### src/rtl/mm2s2mm_ctrl_regs_pkg.sv
// Register map, response codes and small helpers shared by the
// MM2S->S2MM copy-engine control register block.
package mm2s2mm_regs_pkg;

    // Byte offsets within the 256-byte register window
    localparam logic [7:0] OFF_CTRL   = 8'h00;
    localparam logic [7:0] OFF_STATUS = 8'h04;
    localparam logic [7:0] OFF_SRC    = 8'h10;
    localparam logic [7:0] OFF_DST    = 8'h14;
    localparam logic [7:0] OFF_LEN    = 8'h18;

    // AXI response codes
    localparam logic [1:0] RESP_OKAY   = 2'b00;
    localparam logic [1:0] RESP_SLVERR = 2'b10;

    // STATUS bit positions
    localparam int ST_MM2S_DONE = 0;
    localparam int ST_S2MM_DONE = 1;
    localparam int ST_LEN_ERR   = 2;

    // CTRL bit positions
    localparam int CTRL_START = 0;
    localparam int CTRL_BUSY  = 0;

    // Merge a write into an existing word, one byte lane per strobe bit
    function automatic logic [31:0] apply_wstrb(input logic [31:0] old_val,
                                                input logic [31:0] new_val,
                                                input logic [3:0]  strb);
        logic [31:0] merged;
        merged = old_val;
        for (int b = 0; b < 4; b++) begin
            if (strb[b]) merged[8*b +: 8] = new_val[8*b +: 8];
        end
        return merged;
    endfunction

    // True for every offset that has a register behind it
    function automatic logic is_mapped(input logic [7:0] off);
        return off inside {OFF_CTRL, OFF_STATUS, OFF_SRC, OFF_DST, OFF_LEN};
    endfunction

endpackage

### src/rtl/mm2s2mm_ctrl_regs_if.sv
// AXI4-Lite register-port bundle; master drives requests, slave responds.
interface mm2s2mm_ctrl_regs_if #(
    parameter int C_ADDR_WIDTH = 32,
    parameter int C_DATA_WIDTH = 32
);
    logic [C_ADDR_WIDTH-1:0]   awaddr;
    logic                      awvalid;
    logic                      awready;
    logic [C_DATA_WIDTH-1:0]   wdata;
    logic [C_DATA_WIDTH/8-1:0] wstrb;
    logic                      wvalid;
    logic                      wready;
    logic [1:0]                bresp;
    logic                      bvalid;
    logic                      bready;
    logic [C_ADDR_WIDTH-1:0]   araddr;
    logic                      arvalid;
    logic                      arready;
    logic [C_DATA_WIDTH-1:0]   rdata;
    logic [1:0]                rresp;
    logic                      rvalid;
    logic                      rready;

    modport master (
        output awaddr, awvalid, wdata, wstrb, wvalid, bready, araddr, arvalid, rready,
        input  awready, wready, bresp, bvalid, arready, rdata, rresp, rvalid
    );

    modport slave (
        input  awaddr, awvalid, wdata, wstrb, wvalid, bready, araddr, arvalid, rready,
        output awready, wready, bresp, bvalid, arready, rdata, rresp, rvalid
    );
endinterface

### src/rtl/mm2s2mm_ctrl_regs.sv
// Control/status register file for the MM2S->S2MM copy engine.
// Accepts AXI4-Lite writes of SRC/DST/LEN/START, launches the engine with
// latched parameters and gathers its two completion pulses into STATUS.
module mm2s2mm_ctrl_regs
    import mm2s2mm_regs_pkg::*;
#(
    parameter int C_ADDR_WIDTH = 32,
    parameter int C_DATA_WIDTH = 32
) (
    input  logic                 aclk,
    input  logic                 aresetn,
    mm2s2mm_ctrl_regs_if.slave   s_axi,
    output logic                 start,
    output logic [31:0]          src_addr,
    output logic [31:0]          dst_addr,
    output logic [31:0]          len,
    input  logic                 mm2s_done,
    input  logic                 s2mm_done,
    output logic                 busy
);

    logic [C_ADDR_WIDTH-1:0] w_awaddr;
    logic [C_ADDR_WIDTH-1:0] w_araddr;
    logic [7:0]              w_wr_off;
    logic [7:0]              w_rd_off;
    logic                    w_wr_accept;
    logic                    w_rd_accept;
    logic                    w_arready;
    logic                    w_start_cmd;
    logic [31:0]             w_rd_data;
    logic                    w_unused;

    logic                    r_bvalid;
    logic [1:0]              r_bresp;
    logic                    r_rvalid;
    logic [1:0]              r_rresp;
    logic [31:0]             r_rdata;
    logic [C_DATA_WIDTH-1:0] r_src;
    logic [C_DATA_WIDTH-1:0] r_dst;
    logic [C_DATA_WIDTH-1:0] r_len;
    logic [2:0]              r_status;
    logic                    r_start;
    logic                    r_busy;
    logic [31:0]             r_src_lat;
    logic [31:0]             r_dst_lat;
    logic [31:0]             r_len_lat;

    assign w_awaddr = s_axi.awaddr;
    assign w_araddr = s_axi.araddr;
    assign w_wr_off = w_awaddr[7:0];
    assign w_rd_off = w_araddr[7:0];
    assign w_unused = ^{w_awaddr[C_ADDR_WIDTH-1:8], w_araddr[C_ADDR_WIDTH-1:8]};

    // Ready signals are gated by reset so the port looks fully idle while held in reset
    assign w_wr_accept = aresetn & s_axi.awvalid & s_axi.wvalid & ~r_bvalid;
    assign w_arready   = aresetn & ~r_rvalid;
    assign w_rd_accept = w_arready & s_axi.arvalid;
    assign w_start_cmd = w_wr_accept && (w_wr_off == OFF_CTRL)
                         && s_axi.wstrb[0] && s_axi.wdata[CTRL_START];

    assign s_axi.awready = w_wr_accept;
    assign s_axi.wready  = w_wr_accept;
    assign s_axi.bvalid  = r_bvalid;
    assign s_axi.bresp   = r_bresp;
    assign s_axi.arready = w_arready;
    assign s_axi.rvalid  = r_rvalid;
    assign s_axi.rresp   = r_rresp;
    assign s_axi.rdata   = r_rdata;

    assign start    = r_start;
    assign busy     = r_busy;
    assign src_addr = r_src_lat;
    assign dst_addr = r_dst_lat;
    assign len      = r_len_lat;

    // Write path: take AW+W together, hold B until bready, update RW registers when idle
    always_ff @(posedge aclk or negedge aresetn) begin
        if (!aresetn) begin
            r_bvalid <= 1'b0;
            r_bresp  <= RESP_OKAY;
            r_src    <= '0;
            r_dst    <= '0;
            r_len    <= '0;
        end else if (w_wr_accept) begin
            r_bvalid <= 1'b1;
            r_bresp  <= is_mapped(w_wr_off) ? RESP_OKAY : RESP_SLVERR;
            if (!r_busy) begin
                case (w_wr_off)
                    OFF_SRC: r_src <= apply_wstrb(r_src, s_axi.wdata, s_axi.wstrb);
                    OFF_DST: r_dst <= apply_wstrb(r_dst, s_axi.wdata, s_axi.wstrb);
                    OFF_LEN: r_len <= apply_wstrb(r_len, s_axi.wdata, s_axi.wstrb);
                    default: ;
                endcase
            end
        end else if (s_axi.bready) begin
            r_bvalid <= 1'b0;
        end
    end

    // Read data select; unmapped offsets read as zero
    always_comb begin
        w_rd_data = '0;
        case (w_rd_off)
            OFF_CTRL:   w_rd_data[CTRL_BUSY] = r_busy;
            OFF_STATUS: w_rd_data[2:0] = r_status;
            OFF_SRC:    w_rd_data = r_src;
            OFF_DST:    w_rd_data = r_dst;
            OFF_LEN:    w_rd_data = r_len;
            default:    w_rd_data = '0;
        endcase
    end

    // Read path: register data on AR handshake, hold R until rready
    always_ff @(posedge aclk or negedge aresetn) begin
        if (!aresetn) begin
            r_rvalid <= 1'b0;
            r_rresp  <= RESP_OKAY;
            r_rdata  <= '0;
        end else if (w_rd_accept) begin
            r_rvalid <= 1'b1;
            r_rresp  <= is_mapped(w_rd_off) ? RESP_OKAY : RESP_SLVERR;
            r_rdata  <= w_rd_data;
        end else if (s_axi.rready) begin
            r_rvalid <= 1'b0;
        end
    end

    // Transfer control: launch on START, collect sticky done bits, drop busy once both are in
    always_ff @(posedge aclk or negedge aresetn) begin
        if (!aresetn) begin
            r_start   <= 1'b0;
            r_busy    <= 1'b0;
            r_status  <= '0;
            r_src_lat <= '0;
            r_dst_lat <= '0;
            r_len_lat <= '0;
        end else begin
            r_start <= 1'b0;
            if (r_busy) begin
                if (r_status[ST_S2MM_DONE] && r_status[ST_MM2S_DONE]) begin
                    r_busy <= 1'b0;
                end else begin
                    if (mm2s_done) r_status[ST_MM2S_DONE] <= 1'b1;
                    if (s2mm_done) r_status[ST_S2MM_DONE] <= 1'b1;
                end
            end else if (w_start_cmd) begin
                if (r_len != '0) begin
                    r_start   <= 1'b1;
                    r_busy    <= 1'b1;
                    r_status  <= '0;
                    r_src_lat <= r_src;
                    r_dst_lat <= r_dst;
                    r_len_lat <= r_len;
                end else begin
                    // Zero length completes immediately with the error flag raised
                    r_status <= 3'b111;
                end
            end
        end
    end

endmodule

### src/flat_wrapper.sv
// flat-port wrapper written by rule: the top's interface ports become plain ports
module mm2s2mm_ctrl_regs_flat import mm2s2mm_regs_pkg::*;
#(
    parameter int C_ADDR_WIDTH = 32,
    parameter int C_DATA_WIDTH = 32
)
  (aclk, aresetn, start, src_addr, dst_addr, len, mm2s_done, s2mm_done, busy, s_axi_awaddr, s_axi_awvalid, s_axi_wdata, s_axi_wstrb, s_axi_wvalid, s_axi_bready, s_axi_araddr, s_axi_arvalid, s_axi_rready, s_axi_awready, s_axi_wready, s_axi_bresp, s_axi_bvalid, s_axi_arready, s_axi_rdata, s_axi_rresp, s_axi_rvalid);
  mm2s2mm_ctrl_regs_if #(.C_ADDR_WIDTH(C_ADDR_WIDTH), .C_DATA_WIDTH(C_DATA_WIDTH)) s_axi_i ();
  input  logic aclk;
  input  logic aresetn;
  output logic start;
  output logic [31:0] src_addr;
  output logic [31:0] dst_addr;
  output logic [31:0] len;
  input  logic mm2s_done;
  input  logic s2mm_done;
  output logic busy;
  input wire logic [$bits(s_axi_i.awaddr)-1:0] s_axi_awaddr;
  input wire logic [$bits(s_axi_i.awvalid)-1:0] s_axi_awvalid;
  input wire logic [$bits(s_axi_i.wdata)-1:0] s_axi_wdata;
  input wire logic [$bits(s_axi_i.wstrb)-1:0] s_axi_wstrb;
  input wire logic [$bits(s_axi_i.wvalid)-1:0] s_axi_wvalid;
  input wire logic [$bits(s_axi_i.bready)-1:0] s_axi_bready;
  input wire logic [$bits(s_axi_i.araddr)-1:0] s_axi_araddr;
  input wire logic [$bits(s_axi_i.arvalid)-1:0] s_axi_arvalid;
  input wire logic [$bits(s_axi_i.rready)-1:0] s_axi_rready;
  output wire logic [$bits(s_axi_i.awready)-1:0] s_axi_awready;
  output wire logic [$bits(s_axi_i.wready)-1:0] s_axi_wready;
  output wire logic [$bits(s_axi_i.bresp)-1:0] s_axi_bresp;
  output wire logic [$bits(s_axi_i.bvalid)-1:0] s_axi_bvalid;
  output wire logic [$bits(s_axi_i.arready)-1:0] s_axi_arready;
  output wire logic [$bits(s_axi_i.rdata)-1:0] s_axi_rdata;
  output wire logic [$bits(s_axi_i.rresp)-1:0] s_axi_rresp;
  output wire logic [$bits(s_axi_i.rvalid)-1:0] s_axi_rvalid;
  assign s_axi_i.awaddr = s_axi_awaddr;
  assign s_axi_i.awvalid = s_axi_awvalid;
  assign s_axi_i.wdata = s_axi_wdata;
  assign s_axi_i.wstrb = s_axi_wstrb;
  assign s_axi_i.wvalid = s_axi_wvalid;
  assign s_axi_i.bready = s_axi_bready;
  assign s_axi_i.araddr = s_axi_araddr;
  assign s_axi_i.arvalid = s_axi_arvalid;
  assign s_axi_i.rready = s_axi_rready;
  assign s_axi_awready = s_axi_i.awready;
  assign s_axi_wready = s_axi_i.wready;
  assign s_axi_bresp = s_axi_i.bresp;
  assign s_axi_bvalid = s_axi_i.bvalid;
  assign s_axi_arready = s_axi_i.arready;
  assign s_axi_rdata = s_axi_i.rdata;
  assign s_axi_rresp = s_axi_i.rresp;
  assign s_axi_rvalid = s_axi_i.rvalid;
  mm2s2mm_ctrl_regs #(.C_ADDR_WIDTH(C_ADDR_WIDTH), .C_DATA_WIDTH(C_DATA_WIDTH)) u_core (.aclk(aclk), .aresetn(aresetn), .s_axi(s_axi_i), .start(start), .src_addr(src_addr), .dst_addr(dst_addr), .len(len), .mm2s_done(mm2s_done), .s2mm_done(s2mm_done), .busy(busy));
endmodule
### config.mk
export PLATFORM = sky130hd
export DESIGN_NAME = mm2s2mm_ctrl_regs_flat
export DESIGN_NICKNAME = d
export VERILOG_FILES = /design/src/rtl/mm2s2mm_ctrl_regs_pkg.sv /design/src/rtl/mm2s2mm_ctrl_regs_if.sv /design/src/rtl/mm2s2mm_ctrl_regs.sv /design/src/flat_wrapper.sv
export SDC_FILE = /design/constraint.sdc
export NUM_CORES = 1
export LEC_CHECK = 0
export BUFFER_PORTS_ARGS = -buffer_cell sky130_fd_sc_hd__buf_2
export CORE_ASPECT_RATIO = 1.4
export CORE_MARGIN = 2
export CORE_UTILIZATION = 40
export CTS_CLUSTER_DIAMETER = 100
export DETAILED_ROUTE_END_ITERATION = 8
export GPL_ROUTABILITY_DRIVEN = 0
export MAX_ROUTING_LAYER = met4
export REMOVE_ABC_BUFFERS = 1
export SYNTH_ARGS = -nofsm -noshare
export SYNTH_HDL_FRONTEND = slang
export SYNTH_SLANG_ARGS = --single-unit
### constraint.sdc
create_clock -name aclk -period 4.4 [get_ports aclk]
set_input_delay 0.22 -clock aclk [delete_from_list [all_inputs] [get_ports aclk]]
set_output_delay 0.22 -clock aclk [all_outputs]
set_load 0.005 [all_outputs]
==> flow_metrics.tcl, run 1 <==
set metrics [dict create \
    run_status "complete, no violations" \
    areaGrowthSynthToFinish_pct 25.36 \
    max_freq_mhz 334.3 \
    fin_util 0.5116 \
    row_count 66 \
    crit_path_top_delay_cell "o211ai_4" \
    vias 6307 \
    critPathMaxStageDelay_ns 0.77 \
    grtUsageTotal 0.2003 \
    htreeDepth 1 \
    worstPathRequired_ns 4.79 \
    finalHoldViolations 0 \
    hp-class "in2reg" \
    irDropWorstVdd_mv 0.3064 \
    wire_per_inst_um 20.13 \
    leakage_nw 6.453 \
    finClkSkew_ns 0.01043 \
    core_region_area_mm2 0.02337 \
    dieArea_mm2 0.02511 \
    setup_tns_ns 0 \
    syn-instance-count 654 \
    ys_types 39 \
    grt_first_pass_wirelength_um 38010 \
    post-route-period-util 0.6799 \
    numCtsBuffers 24 \
    nNetsFinal 994 \
    crit_arrival_ns 3.38 \
    drt_first_pass_iters 5 \
    max_slew_margin 0.2207 \
    root_buffer "clkbuf_16" \
    portBuffers 197 \
    rsz0062_at_grt "false" \
    min_period_ns 2.991 \
    path_clk_slew_ns 0.06 \
    routed.top_layer "met4" \
    crit_family "simple AND/OR/NAND/NOR gates" \
    drive_gt1_frac 0.5116 \
    crit_type "reg2reg" \
    insertion_delay_ns 0.51 \
    fp.dieW_um 134.5 \
    final_common_cell "dfrtp_1" \
    start_util 0.4081 \
    cts_tree "yes" \
    drcViolationCount 0 \
    viasPerCell 5.208 \
    drtIter0Drc 242 \
    n_fill_cell 2074 \
    powerDensity_mw_per_mm2 361.5 \
    dp_hpwl_um 16390 \
    final_cell_mix "dfrtp_1, mux2_2, buf_2, dlygate4sd3_1, a22oi_1" \
    antenna_found_initial 2 \
    cts_sinks 233 \
    cp_num_buf_inv 1 \
    ys_seq_area_frac 0.6113 \
    setup_viol 0 \
    cts_setup_buffers 0 \
    crit_path_max_fanout 42 \
    drv_slew 0 \
    grt_pass1_vias 6666 \
    wl_met2_um 12410 \
    gr-total-overflow 0 \
    cts-hold-fix-buffers 32 \
    ys_ff_latch 233 \
    clk_path_buf_depth 3 \
    startpoint_type "register" \
    yosysWarnings 0 \
    ioPinCount 248 \
    fp.dieH_um 186.7 \
    routed_wl_um 24380 \
    path_cells "nor4_1, nand4_1, o211ai_4, buf_12, mux2_2" \
    r2r_setup_slack_ns 1.41 \
    synth.avg_cell_area_um2 14.58 \
    cap_violations 0 \
    end_kind "register" \
    route.layer.met1.wl_um 10110 \
    cts.repair.resized 0 \
    dr_wl_met3_um 1385 \
    worst_slew_pin_slew_ns 1.169 \
    grt_max_degree 73 \
    syn-cell-area_mm2 0.009538 \
    ant_nets 0 \
]
==> synth_stat cells, drive strengths merged <==
cell type / number / area (um^2)
a21boi: 2 / 15.01
dfrtp: 233 / 5831
a211oi: 1 / 7.510
nor4: 10 / 92.59
and2: 2 / 12.51
or3: 1 / 6.260
buf: 17 / 105.1
a21o: 1 / 7.510
and3b: 1 / 8.760
nand4: 11 / 118.9
a32oi: 2 / 17.52
mux2: 213 / 2399
a32o: 1 / 10.01
a31oi: 1 / 6.260
nor2: 16 / 60.06
nor3: 2 / 10.01
a21oi: 3 / 15.01
nand2: 25 / 93.84
a22oi: 31 / 232.7
clkbuf: 18 / 67.56
nand3: 2 / 10.01
mux2i: 1 / 10.01
and3: 5 / 31.28
nor2b: 7 / 43.79
o2bb2ai: 1 / 8.760
a22o: 4 / 35.03
o21ai: 25 / 125.1
conb: 1 / 3.750
a221o: 9 / 90.09
inv: 4 / 15.01
nand4b: 1 / 8.760
or4: 1 / 11.26
nor3b: 1 / 7.510
o211ai: 1 / 21.27
==> report_power, final <==
group / internal (mW) / switching [mW] / leakage, nW
combinational: 0.0647 / 0.116 / 2.84
sequential: 2.15 / 0.00803 / 3.23
clock: 1.17 / 0.808 / 0.382
==> cells by family after synthesis <==
family | synth area share
simple gates | 0.05405
buf+inv | 0.01968
compound gates | 0.06205
other cells | 0.0003932
mux | 0.2525
flops | 0.6113
==> flip-flops by register name, summed over array words and instances, names as in the netlist <==
name / count
u_core.busy: 1
u_core.dst_addr: 32
u_core.len: 32
u_core.r_dst: 32
u_core.r_len: 32
u_core.r_src: 32
u_core.r_status: 3
u_core.s_axi.bresp: 1
u_core.s_axi.bvalid: 1
u_core.s_axi.rdata: 32
u_core.s_axi.rresp: 1
u_core.s_axi.rvalid: 1
u_core.src_addr: 32
u_core.start: 1
==> worst paths after layout <==
check	startpoint	endpoint	cells past startpoint
max	u_core.r_len[30]	u_core.len[14]	5
min in group asynchronous	aresetn	u_core.s_axi.rdata[3]	2
min reg2reg	u_core.s_axi.rdata[14]	u_core.s_axi.rdata[14]	2
max reg2reg	u_core.r_len[30]	u_core.len[14]	5
min	s_axi_wdata[9]	u_core.r_dst[9]	2
max in group asynchronous	aresetn	u_core.len[10]	4
==> stage by stage <==
step	worst slack [ns]	area [um^2]	std cells	hold WS, ns	power, mW
floorplan	1.305	9369	620	-0.07559	2.238
global placement	1.323	10860	1133	0.1013	2.361
detailed placement	1.319	10860	1133	0.1013	2.362
CTS	1.310	11950	1209	0.00002004	4.384
global route	1.242	11960	1211	0.00001438	4.488
finish	1.409	11960	1211	0.01409	4.322
==> metal layers <==
metal,up-vias,global-route usage
met5,-,-
met4,0,0.05263
met3,33,0.03667
met2,169,0.3409
met1,3231,0.2450
li1,2874,-
==> cell type report <==
class                           instances  area (um^2)  share of cell area
Tap cell                              306        382.9             0.03202
Clock inverter                          6        58.81            0.004918
Timing Repair Buffer                  239         1416              0.1185
Sequential cell                       233         5831              0.4877
Antenna cell                            2        5.005           0.0004186
Multi-Input combinational cell        383         3533              0.2955
Inverter                                4        15.01            0.001256
Clock buffer                           38        714.4             0.05975
(Power assumes the default switching activity.)
==> run 2: changes to the inputs <==
--- a/config.mk
+++ b/config.mk
@@ -13,6 +13,7 @@
 export DETAILED_ROUTE_END_ITERATION = 8
 export GPL_ROUTABILITY_DRIVEN = 0
 export MAX_ROUTING_LAYER = met4
+export PLACE_DENSITY = 0.66
 export REMOVE_ABC_BUFFERS = 1
 export SYNTH_ARGS = -nofsm -noshare
 export SYNTH_HDL_FRONTEND = slang
==> constraint.sdc (replaced) <==
create_clock -name aclk -period 2.4 [get_ports aclk]
set_input_delay 0.12 -clock aclk [delete_from_list [all_inputs] [get_ports aclk]]
set_output_delay 0.12 -clock aclk [all_outputs]
set_load 0.005 [all_outputs]
==> run 2 against run 1 <==
  * Flip-flop and latch count unchanged
  * Critical endpoint is now u_core.src_addr[29]
  * Critical path type unchanged
  * Count of clock-buffer cells in the layout shrank 3
  * Clock skew grew 0.0067 ns
  * First-iteration DRC count down 9.5%
  * Maximum frequency rose by 32%
  * Clock power grew 87%
==> flow_metrics.tcl, run 2 (same netlist as run 1, synthesis figures left out) <==
set metrics [dict create \
    run_status "complete, no violations" \
    cts_sinks 233 \
    routed_wl_um 25350 \
    powerDensity_mw_per_mm2 653.5 \
    r2r_setup_slack_ns 0.13 \
    root_buffer "clkbuf_16" \
    worstPathRequired_ns 2.79 \
    dp.cells 1151 \
    rsz0062_at_grt "false" \
    ioPinCount 248 \
    grt_pass1_vias 6709 \
    min_period_ns 2.267 \
    fp.dieW_um 134.5 \
    finClkSkew_ns 0.01717 \
    drv_slew 0 \
    n_fill_cell 2055 \
    reg2reg_depth 7 \
    finalPower_mw 8.022 \
    wire_per_inst_um 20.51 \
    path_cells "nor4_1, buf_4, nand4_1, o211ai_4, buf_12, buf_12, mux2_2" \
    worst_slew_pin_slew_ns 1.247 \
    cap_violations 0 \
    grtUsageTotal 0.2051 \
    regArea_mm2 0.005831 \
    design_area_mm2 0.01228 \
    viasPerCell 5.231 \
    cts_tree "yes" \
    critPathMaxStageDelay_ns 0.42 \
    start_util 0.4081 \
    setup_viol 0 \
    stdcell_count 1236 \
    drtIter0Drc 219 \
    core_region_area_mm2 0.02337 \
    dieArea_mm2 0.02511 \
    r2r_end "u_core.src_addr[29]" \
    portBuffers 197 \
    leakage_nw 6.615 \
    cp_num_buf_inv 3 \
    finalHoldViolations 0 \
    setup_tns_ns 0 \
    final_common_cell "dfrtp_1" \
    drt_first_pass_iters 4 \
    row_count 66 \
    irDropWorstVdd_mv 0.4887 \
    crit_path_max_fanout 32 \
    crit_top_cell "buf_12" \
    grt_max_degree 107 \
    hold_slack_ns 0.03755 \
    max_freq_mhz 441.0 \
    dpl_cell_area_mm2 0.01102 \
    gr-total-overflow 0 \
    end_kind "register" \
    final_cell_mix "dfrtp_1, mux2_2, buf_2, dlygate4sd3_1, a22oi_1" \
    ant_nets 0 \
    hp-class "in2async" \
    clk_path_buf_depth 3 \
    vias 6466 \
    multiInputGateArea_mm2 0.003555 \
    fp.dieH_um 186.7 \
    drcViolationCount 0 \
    numCtsBuffers 23 \
    post-route-period-util 0.9447 \
    crit_family "simple AND/OR/NAND/NOR gates" \
    dp_hpwl_um 16790 \
    crit_path_top_delay_cell "dfrtp_1" \
    drive_gt1_frac 0.5189 \
    insertion_delay_ns 0.51 \
    path_clk_slew_ns 0.06 \
    crit_type "reg2reg" \
    antenna_found_initial 2 \
    crit_arrival_ns 2.66 \
    htreeDepth 1 \
    areaGrowthSynthToFinish_pct 28.70 \
    max_slew_margin 0.1689 \
    rr_startpoint "u_core.r_len[30]" \
    nNetsFinal 1022 \
    startpoint_type "register" \
    grt_first_pass_wirelength_um 38600 \
]
## run 2: changes by cell type in the layout (fill, tap and decap cells not counted), moves of 2 or more
cell,before,now
bufinv_16,1,3
nor4_1,8,6
buf_4,8,23
buf_12,2,5
clkinv_2,4,0
dlygate4sd3_1,32,41
clkbuf_1,9,7
## run 2: timing repair
action	in CTS	in global routing
resized for setup	2	2
setup endpoints to repair	96	64
hold buffers	41	0
setup buffers	0	1
gates cloned	0	1
pin swaps	0	1
hold endpoints to repair	273	0
## run 2: metrics by stage
step | setup WS, ns | util
2_1_floorplan | -0.6947 | -
3_3_place_gp | -0.03006 | 0.4715
3_5_place_dp | -0.08951 | 0.4715
4_1_cts | 0.002410 | 0.5225
5_1_grt | 0.02662 | 0.5252
6_report | 0.1326 | 0.5253
## run 2: cell type report
class	instances	share of cell area
clock buffers	35	0.05463
repair buffers	268	0.1397
inverters	4	0.001223
multi-input cells	383	0.2896
flip-flops and latches	233	0.4750
diodes	3	0.0006116
clock inverters	4	0.008052
well taps	306	0.03119
## run 2: worst max-delay path by stage
stage,to,startpoint,depth (start not counted),slack [ns]
4_1_cts,u_core.src_addr[8],u_core.r_len[13],6,0.002
3_5_place_dp,u_core.len[18],u_core.r_len[13],6,-0.09
6_report,u_core.src_addr[29],u_core.r_len[30],7,0.13
5_1_grt,u_core.src_addr[8],u_core.r_len[14],6,0.03
2_1_floorplan,u_core.dst_addr[0],u_core.r_len[13],4,-0.69
3_3_place_gp,u_core.len[12],u_core.r_len[13],6,-0.03
## run 2: layer usage
| metal | vias up | GRT usage | wire, um |
|---|---|---|---|
| met2 | 172 | 0.3452 | 12800 |
| met4 | 0 | 0.08704 | 1105 |
| met5 | - | - | 0 |
| met3 | 61 | 0.01983 | 849 |
| li1 | 2915 | - | - |
| met1 | 3318 | 0.2517 | 10590 |
## run 2: worst reg2reg max path: stages (launching register included)
cell      delay (ns)
dfrtp_1         0.42
nor4_1          0.38
buf_4           0.19
nand4_1         0.16
o211ai_4        0.24
buf_12          0.15
buf_12          0.20
mux2_2          0.40
## run 2: power by group
| part | switching, mW | leakage [nW] | total (mW) | internal (mW) |
|---|---|---|---|---|
| registers | 0.0152 | 3.23 | 3.96 | 3.94 |
| clock network | 1.46 | 0.375 | 3.70 | 2.24 |
| logic | 0.224 | 3.01 | 0.363 | 0.139 |
==> run 3: changes to the inputs <==
--- a/config.mk
+++ b/config.mk
@@ -12,9 +12,9 @@
 export CTS_CLUSTER_DIAMETER = 100
 export DETAILED_ROUTE_END_ITERATION = 8
 export GPL_ROUTABILITY_DRIVEN = 0
+export GPL_TIMING_DRIVEN = 0
 export MAX_ROUTING_LAYER = met4
 export PLACE_DENSITY = 0.66
-export REMOVE_ABC_BUFFERS = 1
 export SYNTH_ARGS = -nofsm -noshare
 export SYNTH_HDL_FRONTEND = slang
 export SYNTH_SLANG_ARGS = --single-unit
==> run 3 against run 2 <==
  * Critical path depth increased by 1
  * Global-route usage increased by 1.1 points
  * Cell area increased by 1.7%
  * Critical path type unchanged
  * Sequential share of layout area decreased by 0.79 points
  * Routed wire length increased by 3.7%
  * Clock power decreased by 1%
  * Register-to-register slack got worse by 0.03 ns
  * Worst hold slack got worse by 0.00098 ns
==> flow_metrics.tcl, run 3 (same netlist as run 1, synthesis figures left out) <==
set metrics [dict create \
    run_status "complete, no violations" \
    crit_path_max_fanout 10 \
    path_cells "or3_1, nor4_4, buf_4, o211ai_4, buf_12, buf_6, buf_6, mux2_1" \
    cts_sinks 233 \
    dp_hpwl_um 18050 \
    htreeDepth 1 \
    powerDensity_mw_per_mm2 642.0 \
    drt_first_pass_iters 4 \
    path_clk_slew_ns 0.06 \
    leakage_nw 6.705 \
    vias 6540 \
    irDropWorstVdd_mv 0.4305 \
    drive_gt1_frac 0.5174 \
    grt_max_degree 61 \
    stdcell_count 1255 \
    dieArea_mm2 0.02511 \
    cp_num_buf_inv 4 \
    viasPerCell 5.211 \
    cts_tree "yes" \
    routed_wl_um 26280 \
    finalPower_mw 8.016 \
    regArea_mm2 0.005832 \
    antenna_found_initial 1 \
    grt_pass1_vias 6728 \
    startpoint_type "register" \
    gr-total-overflow 0 \
    drv_slew 0 \
    fp.dieW_um 134.5 \
    finClkSkew_ns 0.01696 \
    core_region_area_mm2 0.02337 \
    n_fill_cell 1970 \
    pre_cts_ws_ns -1.178 \
    wire_per_inst_um 20.94 \
    multiInputGateArea_mm2 0.003590 \
    dp.cells 1158 \
    grtUsageTotal 0.2160 \
    layout_setup_ws_ns 0.1053 \
    clk_path_buf_depth 3 \
    crit_arrival_ns 2.68 \
    finalHoldViolations 0 \
    ioPinCount 248 \
    end_kind "register" \
    crit_family "simple AND/OR/NAND/NOR gates" \
    hp-class "in2reg" \
    numCtsBuffers 23 \
    post-route-period-util 0.9561 \
    drcViolationCount 0 \
    worst_slew_pin_slew_ns 0.9939 \
    worstPathRequired_ns 2.79 \
    grt_first_pass_wirelength_um 40210 \
    start_util 0.4081 \
    setup_tns_ns 0 \
    root_buffer "clkbuf_16" \
    min_period_ns 2.295 \
    crit_top_cell "buf_6" \
    max_slew_margin 0.3374 \
    crit_type "reg2reg" \
    areaGrowthSynthToFinish_pct 30.89 \
    ant_nets 0 \
    cap_violations 0 \
    fp.dieH_um 186.7 \
    row_count 66 \
    final_cell_mix "dfrtp_1, mux2_2, buf_2, dlygate4sd3_1, a22oi_1" \
    max_freq_mhz 435.8 \
    nNetsFinal 1040 \
    final_common_cell "dfrtp_1" \
    setup_viol 0 \
    crit_path_top_delay_cell "dfrtp_2" \
    insertion_delay_ns 0.51 \
    critPathMaxStageDelay_ns 0.48 \
    portBuffers 196 \
    drtIter0Drc 332 \
]
==> run 3: cell types whose count changed in the layout (fill, tap and decap cells not counted), sizes merged <==
cell / delta
bufbuf: +2
bufinv: -2
buf: -2
clkbuf: +19
inv: -1
diode: -1
clkinv: +3
dlygate4sd3: +1
==> run 3: layout make-up <==
class / instances / share of cell area
antenna: 2 / 0.0004009
buffer: 35 / 0.01523
clock buffer: 37 / 0.05833
clock inverter: 4 / 0.003608
inverter: 4 / 0.001203
multi-input combinational: 383 / 0.2875
sequential: 233 / 0.4671
tap: 306 / 0.03067
timing repair buffer: 251 / 0.1359
==> run 3: worst paths after layout <==
path	start	end	slack, ns	cells past startpoint
min in group asynchronous	aresetn	u_core.len[1]	0.35	3
worst max register to register	u_core.busy	u_core.len[24]	0.11	8
worst max-delay path	u_core.busy	u_core.len[24]	0.11	8
worst min register to register	u_core.s_axi.rdata[5]	u_core.s_axi.rdata[5]	0.47	2
worst min-delay path	s_axi_awaddr[2]	u_core.s_axi.bresp[1]	0.04	3
max in group asynchronous	aresetn	u_core.r_dst[16]	1.65	5
==> run 3: what timing repair did <==
item | CTS | global route
hold buffers | 46 | 0
pin swaps | 3 | 3
endpoints found under the setup margin | 197 | 51
buffers inserted | 3 | 3
gates resized for setup | 13 | 6
hold endpoints to repair | 275 | 0
cloned | 2 | 0
==> run 3: metal layers <==
metal / GRT usage / routed length [um]
met3: 0.02961 / 1198
met1: 0.2717 / 10870
met2: 0.3717 / 13740
met4: 0.04696 / 475
met5: - / 0
==> run 3: tightest hold or removal path, cell delays in order <==
cell	delay (ns)
buf_2	0.13
o21ai_0	0.17
a31oi_1	0.08
==> run 3: through the flow <==
stage	utilization	area, um^2	hold slack, ns
6_report	0.5342	12480	0.03657
2_1_floorplan	-	9542	-0.1756
5_1_grt	0.5341	12480	0.06929
3_3_place_gp	0.4666	10910	0.3037
4_1_cts	0.5314	12420	0.01587
3_5_place_dp	0.4685	10950	0.2511
==> run 3: power by group <==
part	internal [mW]	total, mW	switching [mW]
combinational	0.173	0.403	0.230
clock	2.17	3.65	1.48
sequential	3.94	3.96	0.0170
